--- src/rtl/ysyx_22041461_ifetch_rsp.sv ---
// Single-outstanding instruction fetch: response valid LATENCY+1 cycles after accept, held until rsp_ready_i.
// Macro YSYX_22041461_IFETCH_ALIGN_CHK_EN enables misaligned-pc error responses that bypass memory.
module ysyx_22041461_ifetch_rsp #(
  parameter int unsigned LATENCY  = 2,
  parameter logic [31:0] RST_INST = 32'h00000013
) (
  input  logic        clk_i,
  input  logic        rst_i,
  input  logic        req_valid_i,
  output logic        req_ready_o,
  input  logic [63:0] req_pc_i,
  output logic        rsp_valid_o,
  input  logic        rsp_ready_i,
  output logic [31:0] rsp_inst_o,
  output logic        rsp_err_o,
  output logic        mem_en_o,
  output logic [63:0] mem_addr_o,
  input  logic [31:0] mem_rdata_i
);

  typedef enum logic [1:0] {
    IDLE = 2'd0,
    WAIT = 2'd1,
    RESP = 2'd2
  } state_e;

  localparam logic [3:0] CNT_INIT = 4'(LATENCY);

  state_e      state_q, state_d;
  logic [3:0]  cnt_q, cnt_d;
  logic [63:0] addr_q, addr_d;
  logic [31:0] inst_q, inst_d;

`ifdef YSYX_22041461_IFETCH_ALIGN_CHK_EN
  logic        err_q, err_d;
  logic        misaligned;

  assign misaligned = (req_pc_i[1:0] != 2'b00);
`else
  logic        unused_pc_lo;
  logic        unused_rst_inst;

  assign unused_pc_lo    = ^req_pc_i[1:0];
  assign unused_rst_inst = ^RST_INST;
`endif

  always_comb begin
    state_d     = state_q;
    cnt_d       = cnt_q;
    addr_d      = addr_q;
    inst_d      = inst_q;
`ifdef YSYX_22041461_IFETCH_ALIGN_CHK_EN
    err_d       = err_q;
`endif
    req_ready_o = 1'b0;
    rsp_valid_o = 1'b0;
    mem_en_o    = 1'b0;

    unique case (state_q)
      IDLE: begin
        req_ready_o = 1'b1;
        if (req_valid_i) begin
          addr_d = {req_pc_i[63:2], 2'b00};
`ifdef YSYX_22041461_IFETCH_ALIGN_CHK_EN
          // Misaligned fetches never reach memory; answer with a nop and the fault flag.
          if (misaligned) begin
            inst_d  = RST_INST;
            err_d   = 1'b1;
            cnt_d   = 4'd0;
            state_d = RESP;
          end else begin
            err_d   = 1'b0;
            cnt_d   = CNT_INIT;
            state_d = WAIT;
          end
`else
          cnt_d   = CNT_INIT;
          state_d = WAIT;
`endif
        end
      end

      WAIT: begin
        mem_en_o = 1'b1;
        // Leave on 1 (or a stray 0) so the counter can never wrap.
        if (cnt_q <= 4'd1) begin
          inst_d  = mem_rdata_i;
          cnt_d   = 4'd0;
          state_d = RESP;
        end else begin
          cnt_d = cnt_q - 4'd1;
        end
      end

      RESP: begin
        rsp_valid_o = 1'b1;
        if (rsp_ready_i) begin
          state_d = IDLE;
        end
      end

      default: begin
        state_d = IDLE;
      end
    endcase
  end

  always_ff @(posedge clk_i) begin
    if (rst_i) begin
      state_q <= IDLE;
      cnt_q   <= 4'd0;
      addr_q  <= 64'd0;
      inst_q  <= 32'd0;
`ifdef YSYX_22041461_IFETCH_ALIGN_CHK_EN
      err_q   <= 1'b0;
`endif
    end else begin
      state_q <= state_d;
      cnt_q   <= cnt_d;
      addr_q  <= addr_d;
      inst_q  <= inst_d;
`ifdef YSYX_22041461_IFETCH_ALIGN_CHK_EN
      err_q   <= err_d;
`endif
    end
  end

  assign mem_addr_o = addr_q;
  assign rsp_inst_o = inst_q;

`ifdef YSYX_22041461_IFETCH_ALIGN_CHK_EN
  assign rsp_err_o = err_q;
`else
  assign rsp_err_o = 1'b0;
`endif

endmodule

--- config.mk ---
export PLATFORM = sky130hd
export DESIGN_NAME = ysyx_22041461_ifetch_rsp
export DESIGN_NICKNAME = d
export VERILOG_FILES = /design/src/rtl/ysyx_22041461_ifetch_rsp.sv
export SDC_FILE = /design/constraint.sdc
export NUM_CORES = 1
export LEC_CHECK = 0
export ABC_AREA = 0
export ABC_CLOCK_PERIOD_IN_PS = 2009
export CAP_MARGIN = 20
export CORE_UTILIZATION = 39
export CTS_CLUSTER_DIAMETER = 50
export DETAILED_ROUTE_END_ITERATION = 10
export GPL_ROUTABILITY_DRIVEN = 0
export PLACE_DENSITY = 0.87
export SYNTH_ARGS = -nofsm -noshare
export SYNTH_HDL_FRONTEND = slang
export SYNTH_SLANG_ARGS = --single-unit
--- constraint.sdc ---
create_clock -name clk_i -period 2.01 [get_ports clk_i]
set_clock_uncertainty 0.15 [all_clocks]
set_input_delay 0.402 -clock clk_i [delete_from_list [all_inputs] [get_ports clk_i]]
set_output_delay 0.402 -clock clk_i [all_outputs]
set_load 0.01 [all_outputs]
Yosys cells after proc, flatten, opt, wreduce, memory -nomap -nowiden
Index checks and enable logic that the tools add are counted.
W data, S select, Z words.
{ "classes": {"add_sub_neg": 1, "n_lt_le_gt_ge": 1, "eq_ne": 5, "muxes": 10, "reduce_logical": 6} }
{ "op_table": {"columns": ["operator", "n"], "rows": [
  ["$mux W4", 2],
  ["$pmux W4 S2", 1],
  ["$mux W2", 3],
  ["$ne A2 B2 Y1 const B", 3],
  ["$pmux W2 S3", 1],
  ["$reduce_and A2 Y1", 3],
  ["$le A4 B1 Y1 const B", 1],
  ["$sub A4 B1 Y4 const B", 1],
  ["$mux W1", 3],
  ["$reduce_and A3 Y1", 1],
  ["$eq A2 B1 Y1 const B", 1],
  ["$eq A2 B2 Y1 const B", 1],
  ["$logic_not A2 Y1", 1],
  ["$reduce_bool A2 Y1", 1]
]} }
{ "totals": {"reg_bits": 100, "output_inout_bits": 100, "elab_cells": 27} }

Depth between registers and ports, before layout
Gate-level depths: netlist (run 1).
{ "depth": {"depth_word": 3, "ltp_mapped": 7} }

Worst setup path before layout (run 1)
Ideal clock, no wire load.
{ "synth_timing": {"path_kind": "flip-flop to flip-flop", "startpoint": "reg cnt_q[0]", "endpoint": "reg cnt_q[3]", "setup_time_ns": 0.103, "t_arrival_ns": 1.445, "t_required_ns": 1.757, "path_slack_ns": 0.312, "path_stages_with_launch": 4, "path_buffers": 0, "synth_period_minus_slack_ns": 1.698, "cell_sequence": "dfxtp_1 -> or4_1 -> or3_1 -> a2111oi_2"} }
{ "synth_between": {"elab_chain_len": 3, "word_cells_on_any_way": 4, "classes_between": "add/sub (1); order compare (1); mux (2)"} }
{ "synth_rtl": {"columns": ["item", "line_no", "rtl"], "rows": [
  ["start: declaration", "30", "logic [3:0] cnt_q, cnt_d;"],
  ["start signal: assignment", "119", "cnt_q <= cnt_d;"],
  ["$sub A4 B1 Y4 or $le A4 B1 Y1 (tied branches)", "91, 86", null],
  ["$mux W4 *", "86", "if (cnt_q <= 4'd1) begin"],
  ["$pmux W4 S2 *", "59", "unique case (state_q)"]
]} }
Every way passes the cells marked *; elsewhere a longest branch is shown, timed or not.
A chain may end at the register's enable or synchronous reset.

Worst setup path in the final report (run 1)
{ "layout_timing": {"startpoint": "reg cnt_q[0]", "endpoint": "reg inst_q[30] (netlist: rsp_inst_o[30])"} }
{ "layout_between": {"elab_chain_len": 2} }
{ "layout_rtl": {"columns": ["item", "line_no", "rtl"], "rows": [
  ["$le A4 B1 Y1", "86", null],
  ["$reduce_and A2 Y1 (no source line)", null, null],
  ["end signal: assignment", "121", "inst_q <= inst_d;"],
  ["end: declaration", "32", "logic [31:0] inst_q, inst_d;"]
]} }
No other way between the ends.

==> results_tabular.tex, run 1 <==
\begin{tabular}{lr}
\hline
Metric & Value \\
\hline
\multicolumn{2}{l}{\textbf{STA}} \\
Worst Setup Slack, final & 153.5 ps \\
Hold Violations, Final & 0 \\
Slew @ Worst Pin & 694.9 ps \\
Final worst path period need & 1857 ps \\
Fin crit share & 92.36\% \\
Headroom to the max-slew limit & 53.67\% \\
Fmax & 538.6 MHz \\
Unrepaired setup endpoints after global routing & yes \\
TNS Setup & 0 ps \\
Final-layout worst hold slack & 308.2 ps \\
Number of setup violations in the final report & 0 \\
Number of max-slew violations in the final report & 0 \\
\multicolumn{2}{l}{\textbf{Route}} \\
Post-DR vias/cell & 5.056 \\
DRC violations left & 0 \\
Post-route ant nets & 0 \\
Initial DRC Count & 134 \\
Post-detailed-route wirelength per cell & 14.28 µm \\
Via count of the routed design & 3822 \\
Routed WL & 10.80 mm \\
Router iterations before antenna repair & 5 \\
\multicolumn{2}{l}{\textbf{Critical path}} \\
Worst setup path startpoint & cnt\_q[0]\$\_SDFFE\_PP0P\_ \\
Sort of element at the end of the critical path & flip-flop \\
Critical path startpoint category & flip-flop \\
Count of cells along the worst register-to-register path & 5 \\
Peak per-stage delay on the critical path & 620 ps \\
R2r endpoint & rsp\_inst\_o[30]\$\_SDFFE\_PP0P\_ \\
Critical-path cell with the highest stage delay & o21ba\_2 \\
Worst reg2reg setup slack & 150 ps \\
CP Data Arrival Time & 1990 ps \\
Worst-path maximum fanout & 33 \\
Worst Path Class, Setup & flip-flop to flip-flop \\
Reg-to-reg startpoint & cnt\_q[0]\$\_SDFFE\_PP0P\_ \\
Worst Path Required & 2140 ps \\
Cell-by-cell trace of the critical path & inv\_1, ha\_1, o21ba\_2, nand3\_1, a21oi\_1 \\
\multicolumn{2}{l}{\textbf{Clock network}} \\
TritonCTS buffer count & 9 \\
Skew-Pair Late Insertion Delay & 350 ps \\
Clock Tree Root & clkbuf\_8 \\
Clock slew at reported path FFs & 90 ps \\
Clock sink count & 100 \\
Hold Buf Count CTS & 0 \\
Longest Clk Path Bufs & 2 \\
TritonCTS clock tree & built \\
H-Tree Depth & 3 \\
Number of post-CTS setup repair buffers & 0 \\
\multicolumn{2}{l}{\textbf{Global routing}} \\
First-pass GRT wire length & 17.22 mm \\
Global routing usage summed across all routing layers & 21.99\% \\
GRT overflow & 0 \\
Layer with the highest usage after global routing & met2 \\
Met1 track utilization from global routing & 25.43\% \\
Met2 GRT Util & 38.41\% \\
Met3 demand-to-capacity share in global routing & 6.028\% \\
Via count of the first global-routing pass & 3693 \\
Largest net degree at the start of global routing & 54 \\
Antenna violations before repair & 0 \\
\multicolumn{2}{l}{\textbf{Power}} \\
Max VDD drop & 0.4742 mV \\
Areal power density over the cells & 803.5 nW/µm² \\
Leakage power figure & 0.002157 µW \\
\multicolumn{2}{l}{\textbf{Floorplan}} \\
\# rows & 35 \\
Die Footprint & 9795 µm² \\
\# IOs & 200 \\
Chip Width & 98.97 µm \\
Area of the placeable core & 9153 µm² \\
Die height & 98.97 µm \\
Starting Density & 40.07\% \\
\multicolumn{2}{l}{\textbf{Synth}} \\
Post-synthesis sequential area ratio & 54.59\% \\
Dominant synthesized flop cell & dfxtp\_1 \\
Share of Yosys cell area claimed by the top area cell type & 54.59\% \\
Syn avg cell area & 8.007 µm² \\
Warning count from the yosys run & 0 \\
Synthesis-stage register bit count & 100 \\
Area of the mapped netlist & 3667 µm² \\
Netlist cell types & 28 \\
Top cells by area, synth & dfxtp\_1 (55\%), a21oi\_1 (13\%), nand2\_1 (13\%) \\
Number of standard cells after synthesis & 458 \\
Asr flop ratio synth & 0\% \\
Number of enable-type register cells in the synthesized netlist & 0 \\
Yosys top cell by area & dfxtp\_1 \\
\multicolumn{2}{l}{\textbf{Final layout}} \\
N\_diodes & 0 \\
Layout cells sized above 1 & 6.202\% \\
Final std cells w/o fill & 756 \\
\# nets final & 742 \\
Area added between synthesis and finish & 62.37\% \\
\multicolumn{2}{l}{\textbf{Min path}} \\
Hold Path Stages & 2 \\
Type of the tightest min-delay check & flip-flop to flip-flop \\
Endpoint of the worst hold path & mem\_addr\_o[8]\$\_SDFFE\_PP0P\_ \\
Worst Hold Launch & mem\_addr\_o[8]\$\_SDFFE\_PP0P\_ \\
\multicolumn{2}{l}{\textbf{Status}} \\
Outcome & complete, no violations \\
\multicolumn{2}{l}{\textbf{Placement}} \\
Pre-CTS setup slack & -69.54 ps \\
DPL Wire Length & 7.715 mm \\
Total of buffers placed on input and output ports & 194 \\
Total instance count after detailed placement & 740 \\
\multicolumn{2}{l}{\textbf{Job}} \\
MaxCap Viol Count & 0 \\
\hline
\end{tabular}
==> how the worst max path moves through the flow <==
| stage | endpoint | depth (start not counted) |
|---|---|---|
| 2_1_floorplan | cnt_q[3]$_SDFFE_PP0P_ | 3 |
| 3_3_place_gp | mem_addr_o[20]$_SDFFE_PP0P_ | 5 |
| 3_5_place_dp | cnt_q[1]$_SDFFE_PP0P_ | 6 |
| 4_1_cts | cnt_q[1]$_SDFFE_PP0P_ | 5 |
| 5_1_grt | rsp_inst_o[17]$_SDFFE_PP0P_ | 5 |
| 6_report | rsp_inst_o[30]$_SDFFE_PP0P_ | 5 |
==> layer usage <==
| layer | routed length (µm) | up-vias |
|---|---|---|
| met5 | 0 | - |
| met4 | 257 | 0 |
| met3 | 733 | 21 |
| met2 | 5598 | 154 |
| met1 | 4208 | 1760 |
| li1 | - | 1887 |
==> kinds of logic (layout without fill, tap and decap cells) <==
group	Yosys count	count (layout)	share of synthesized area, %
simple gates	172	172	19.93
compound gates	138	138	19.55
flops	100	100	54.59
buf+inv	45	230	5.152
fa+ha+maj	2	2	0.6823
other cells	1	3	0.1023
==> state kept, by name (all words and copies together), names as in the netlist <==
register    flops
cnt_q           4
mem_addr_o     62
rsp_inst_o     32
state_q         2
==> report_power, final <==
part           leakage [µW]  internal, µW  switching [µW]
Clock             0.0000855           487             688
Combinational       0.00125           686             679
Sequential         0.000819          2160            89.2
==> worst max-delay path: cells and delay by family, from the launching register on <==
family,cells,cell delay (ps)
simple gates,1,170
fa+ha+maj,1,240
buf+inv,1,90
flops,1,330
compound gates,2,800
==> area by class of cell <==
cell class	instances	area, µm²
fillers	749	3198
repair buffers	211	2123
flip-flops and latches	100	2003
multi-input cells	315	1499
clock buffers	11	141.4
well taps	111	138.9
clock inverters	5	37.54
inverters	3	11.26
==> Yosys cell counts (4+ instances only) <==
master    instances
clkbuf_1         28
nand3_1          32
nand2_1         124
o21ai_0          27
o21ai_1           9
dfxtp_1         100
buf_1             4
buf_2             7
a21oi_1          96
nor2_1            4
==> timing repair <==
action / CTS / global route
endpoints found under the setup margin: 3 / 2
gates resized for setup: 4 / 0
hold endpoints to repair: 0 / 0
==> placed cells by master (no fill, tap or decap), types with 2 or more instances in the layout <==
cell type	count
clkinv_4	2
a21oi_1	96
buf_4	12
dlygate4sd2_1	3
o21ai_1	9
clkbuf_8	10
nor2_1	4
clkdlybuf4s50_1	190
clkinvlp_4	2
dfxtp_1	99
o21ai_0	27
nor3_1	2
nand2_1	124
conb_1	3
inv_1	3
ha_1	2
nand3_1	32
nor2b_1	3
buf_12	5
==> stage by stage <==
| step | utilization [%] | total power [µW] | instance area, µm² |
|---|---|---|---|
| finish | 65.06 | 4785 | 5954 |
| global route | 65.06 | 5064 | 5954 |
| detailed placement | 63.13 | 3660 | 5778 |
| CTS | 65.06 | 4834 | 5954 |
| global placement | 63.13 | 3615 | 5778 |
| floorplan | - | 2920 | 3675 |
Note: power is estimated with default switching activity, not from simulation.
==> run 2: changes to the inputs <==
--- a/config.mk
+++ b/config.mk
@@ -8,11 +8,13 @@
 export ABC_AREA = 0
 export ABC_CLOCK_PERIOD_IN_PS = 2009
 export CAP_MARGIN = 20
-export CORE_UTILIZATION = 39
+export CORE_UTILIZATION = 45
+export CTS_BUF_LIST = sky130_fd_sc_hd__clkbuf_8
 export CTS_CLUSTER_DIAMETER = 50
 export DETAILED_ROUTE_END_ITERATION = 10
+export DONT_BUFFER_PORTS = 1
 export GPL_ROUTABILITY_DRIVEN = 0
-export PLACE_DENSITY = 0.87
+export PLACE_DENSITY = 0.66
 export SYNTH_ARGS = -nofsm -noshare
 export SYNTH_HDL_FRONTEND = slang
 export SYNTH_SLANG_ARGS = --single-unit
==> run 2 against run 1 <==
Against the previous run: the flow now finishes with violations (negative hold slack); register-to-register slack better by 70 ps; die area shrank 13%; core utilization down 14 points; wire length shrank 23%; sequential cell count stayed put; maximum frequency is 0.65% lower; count of clock-buffer cells in the layout decreased by 1; power down 7.6%; worst hold slack worse by 360 ps; sequential power grew 5%; cell count decreased by 28%; combinational power fell by 49%; largest power group unchanged.
==> results_tabular.tex, run 2 (synthesis results as in run 1) <==
\begin{tabular}{lr}
\hline
Metric & Value \\
\hline
\multicolumn{2}{l}{\textbf{Status}} \\
Outcome & finished with violations (was complete, no violations) \\
Failing checks & negative hold slack \\
\multicolumn{2}{l}{\textbf{Global routing}} \\
GRT overflow & 0 (unchanged) \\
Largest net degree at the start of global routing & 101 (was 54) \\
Via count of the first global-routing pass & 2795 (was 3693) \\
Global routing usage summed across all routing layers & 19.25\% (was 21.99\%) \\
Antenna violations before repair & 0 (unchanged) \\
First-pass GRT wire length & 13.07 mm (was 17.22 mm) \\
\multicolumn{2}{l}{\textbf{Floorplan}} \\
Area of the placeable core & 7807 µm² (was 9153 µm²) \\
Starting Density & 46.97\% (was 40.07\%) \\
Die Footprint & 8515 µm² (was 9795 µm²) \\
Die height & 92.28 µm (was 98.97 µm) \\
Chip Width & 92.28 µm (was 98.97 µm) \\
\# rows & 32 (was 35) \\
\# IOs & 200 (unchanged) \\
\multicolumn{2}{l}{\textbf{Clock network}} \\
Clock slew at reported path FFs & 90 ps (about the same) \\
TritonCTS buffer count & 9 (unchanged) \\
Clock sink count & 100 (unchanged) \\
Number of post-CTS setup repair buffers & 0 (unchanged) \\
Skew-Pair Late Insertion Delay & 340 ps (was 350 ps) \\
H-Tree Depth & 3 (unchanged) \\
Longest Clk Path Bufs & 2 (unchanged) \\
Clock Tree Root & clkbuf\_8 (unchanged) \\
TritonCTS clock tree & built (unchanged) \\
\multicolumn{2}{l}{\textbf{STA}} \\
Number of setup violations in the final report & 0 (unchanged) \\
Hold Violations, Final & 88 (was 0) \\
Number of max-slew violations in the final report & 0 (unchanged) \\
Final-layout worst hold slack & -48.57 ps (was 308.2 ps) \\
Final worst path period need & 1869 ps (was 1857 ps) \\
Fin crit share & 92.97\% (was 92.36\%) \\
TNS Setup & 0 ps (unchanged) \\
Unrepaired setup endpoints after global routing & no (was yes) \\
Fmax & 535.1 MHz (was 538.6 MHz) \\
\multicolumn{2}{l}{\textbf{Critical path}} \\
Worst-path maximum fanout & 9 (was 33) \\
Worst reg2reg setup slack & 220 ps (was 150 ps) \\
Worst Path Required & 1460 ps (was 2140 ps) \\
Count of cells along the worst register-to-register path & 3 (was 5) \\
Sort of element at the end of the critical path & primary output (was flip-flop) \\
Reg-to-reg startpoint & cnt\_q[0]\$\_SDFFE\_PP0P\_ (unchanged) \\
R2r endpoint & cnt\_q[3]\$\_SDFFE\_PP0P\_ (was rsp\_inst\_o[30]\$\_SDFFE\_PP0P\_) \\
CP Data Arrival Time & 1320 ps (was 1990 ps) \\
Critical path startpoint category & flip-flop (unchanged) \\
Worst Path Class, Setup & flip-flop to primary output (was flip-flop to flip-flop) \\
Capture point of the critical path & mem\_en\_o (was rsp\_inst\_o[30]\$\_SDFFE\_PP0P\_) \\
Worst setup path startpoint & state\_q[0]\$\_SDFFE\_PP0P\_ (was cnt\_q[0]\$\_SDFFE\_PP0P\_) \\
\multicolumn{2}{l}{\textbf{Final layout}} \\
Flip-flop count of the largest register after layout & 62 (unchanged) \\
Area added between synthesis and finish & 7.950\% (was 62.37\%) \\
Area of all placed cells without fillers & 3959 µm² (was 5954 µm²) \\
Most common cell after layout, fill and taps aside & nand2\_1 (was clkdlybuf4s50\_1) \\
\# nets final & 541 (was 742) \\
Final cell utilization of the core & 50.71\% (was 65.06\%) \\
Top library cells by usage in the layout, fill and taps aside & nand2\_1 (124), dfxtp\_1 (100), a21oi\_1 (96) (was clkdlybuf4s50\_1 (190), nand2\_1 (124), dfxtp\_1 (99)) \\
Filler Cells Inserted & 765 (was 749) \\
N\_diodes & 0 (unchanged) \\
Layout cells sized above 1 & 6.787\% (was 6.202\%) \\
\multicolumn{2}{l}{\textbf{Power}} \\
Proportion of power drawn by the clock network & 31.0\% (was 24.6\%) \\
Max VDD drop & 0.4630 mV (was 0.4742 mV) \\
Overall power of the completed layout & 4421 µW (was 4785 µW) \\
Share of power burned in combinational logic & 15.8\% (was 28.5\%) \\
Net switching power of the design & 1297 µW (was 1456 µW) \\
Switching power as a share of total power & 29.35\% (was 30.43\%) \\
Internal power & 3124 µW (was 3329 µW) \\
Portion of total power attributed to sequential cells & 53.1\% (was 46.9\%) \\
Areal power density over the cells & 1117 nW/µm² (was 803.5 nW/µm²) \\
Leakage power figure & 0.001401 µW (was 0.002157 µW) \\
\multicolumn{2}{l}{\textbf{Route}} \\
Post-DR vias/cell & 5.511 (was 5.056) \\
Post-route ant nets & 0 (unchanged) \\
Router iterations before antenna repair & 4 (was 5) \\
Routed WL & 8.288 mm (was 10.80 mm) \\
DRC violations left & 0 (unchanged) \\
Via count of the routed design & 2998 (was 3822) \\
Post-detailed-route wirelength per cell & 15.24 µm (was 14.28 µm) \\
Initial DRC Count & 114 (was 134) \\
\multicolumn{2}{l}{\textbf{Job}} \\
MaxCap Viol Count & 0 (unchanged) \\
\multicolumn{2}{l}{\textbf{Min path}} \\
Hold Path Stages & 1 (was 2) \\
Type of the tightest min-delay check & input pin to flip-flop (was flip-flop to flip-flop) \\
\multicolumn{2}{l}{\textbf{Placement}} \\
DPL Wire Length & 5.446 mm (was 7.715 mm) \\
Area post-placement & 3740 µm² (was 5778 µm²) \\
Total of buffers placed on input and output ports & 0 (was 194) \\
\hline
\end{tabular}
-- run 2: what timing repair did --
item                                   CTS  global route
gates resized for setup                  0             1
endpoints found under the hold margin  100           100
setup endpoints to repair                0            10
-- run 2: cell type report --
type / instances / area, µm² / area share (%)
Sequential cell: 100 / 2002 / 50.57
Multi-Input combinational cell: 315 / 1505 / 38.02
Clock inverter: 4 / 75.07 / 1.896
Clock buffer: 10 / 137.6 / 3.477
Tap cell: 102 / 127.6 / 3.224
Timing Repair Buffer: 10 / 100.1 / 2.528
Inverter: 3 / 11.26 / 0.2844
-- run 2: how the worst min path moves through the flow --
stage	start	endpoint	slack, ps
detailed placement	rst_i	mem_addr_o[43]$_SDFFE_PP0P_	330
CTS	rst_i	mem_addr_o[43]$_SDFFE_PP0P_	-70
global route	rst_i	mem_addr_o[46]$_SDFFE_PP0P_	-80
floorplan	mem_addr_o[10]$_SDFFE_PP0P_	mem_addr_o[10]$_SDFFE_PP0P_	330
global placement	rst_i	mem_addr_o[52]$_SDFFE_PP0P_	330
finish	rst_i	mem_addr_o[43]$_SDFFE_PP0P_	-50
-- run 2: through the flow --
stage	instances	setup WS [ps]
floorplan	460	312.1
global placement	530	252.7
detailed placement	530	183.0
CTS	544	116.8
global route	544	19.32
finish	544	141.3
-- run 2: critical path: stages (launching register included) --
cell     delay (ps)
dfxtp_1         500
nor2b_1         300
buf_4           180
-- run 2: power by group through the flow --
stage	Sequential, µW	Clock [µW]	Combinational (µW)
3_5_place_dp	2400	0	693
2_1_floorplan	2360	0	561
3_3_place_gp	2390	0	665
5_1_grt	2370	1490	792
6_report	2350	1370	700
4_1_cts	2350	1410	695
-- run 2: per-layer routing --
metal / wire (µm) / GRT usage (%)
met5: 0 / 0
met4: 160 / 9.505
met3: 685 / 6.385
met2: 4095 / 33.27
met1: 3347 / 21.04
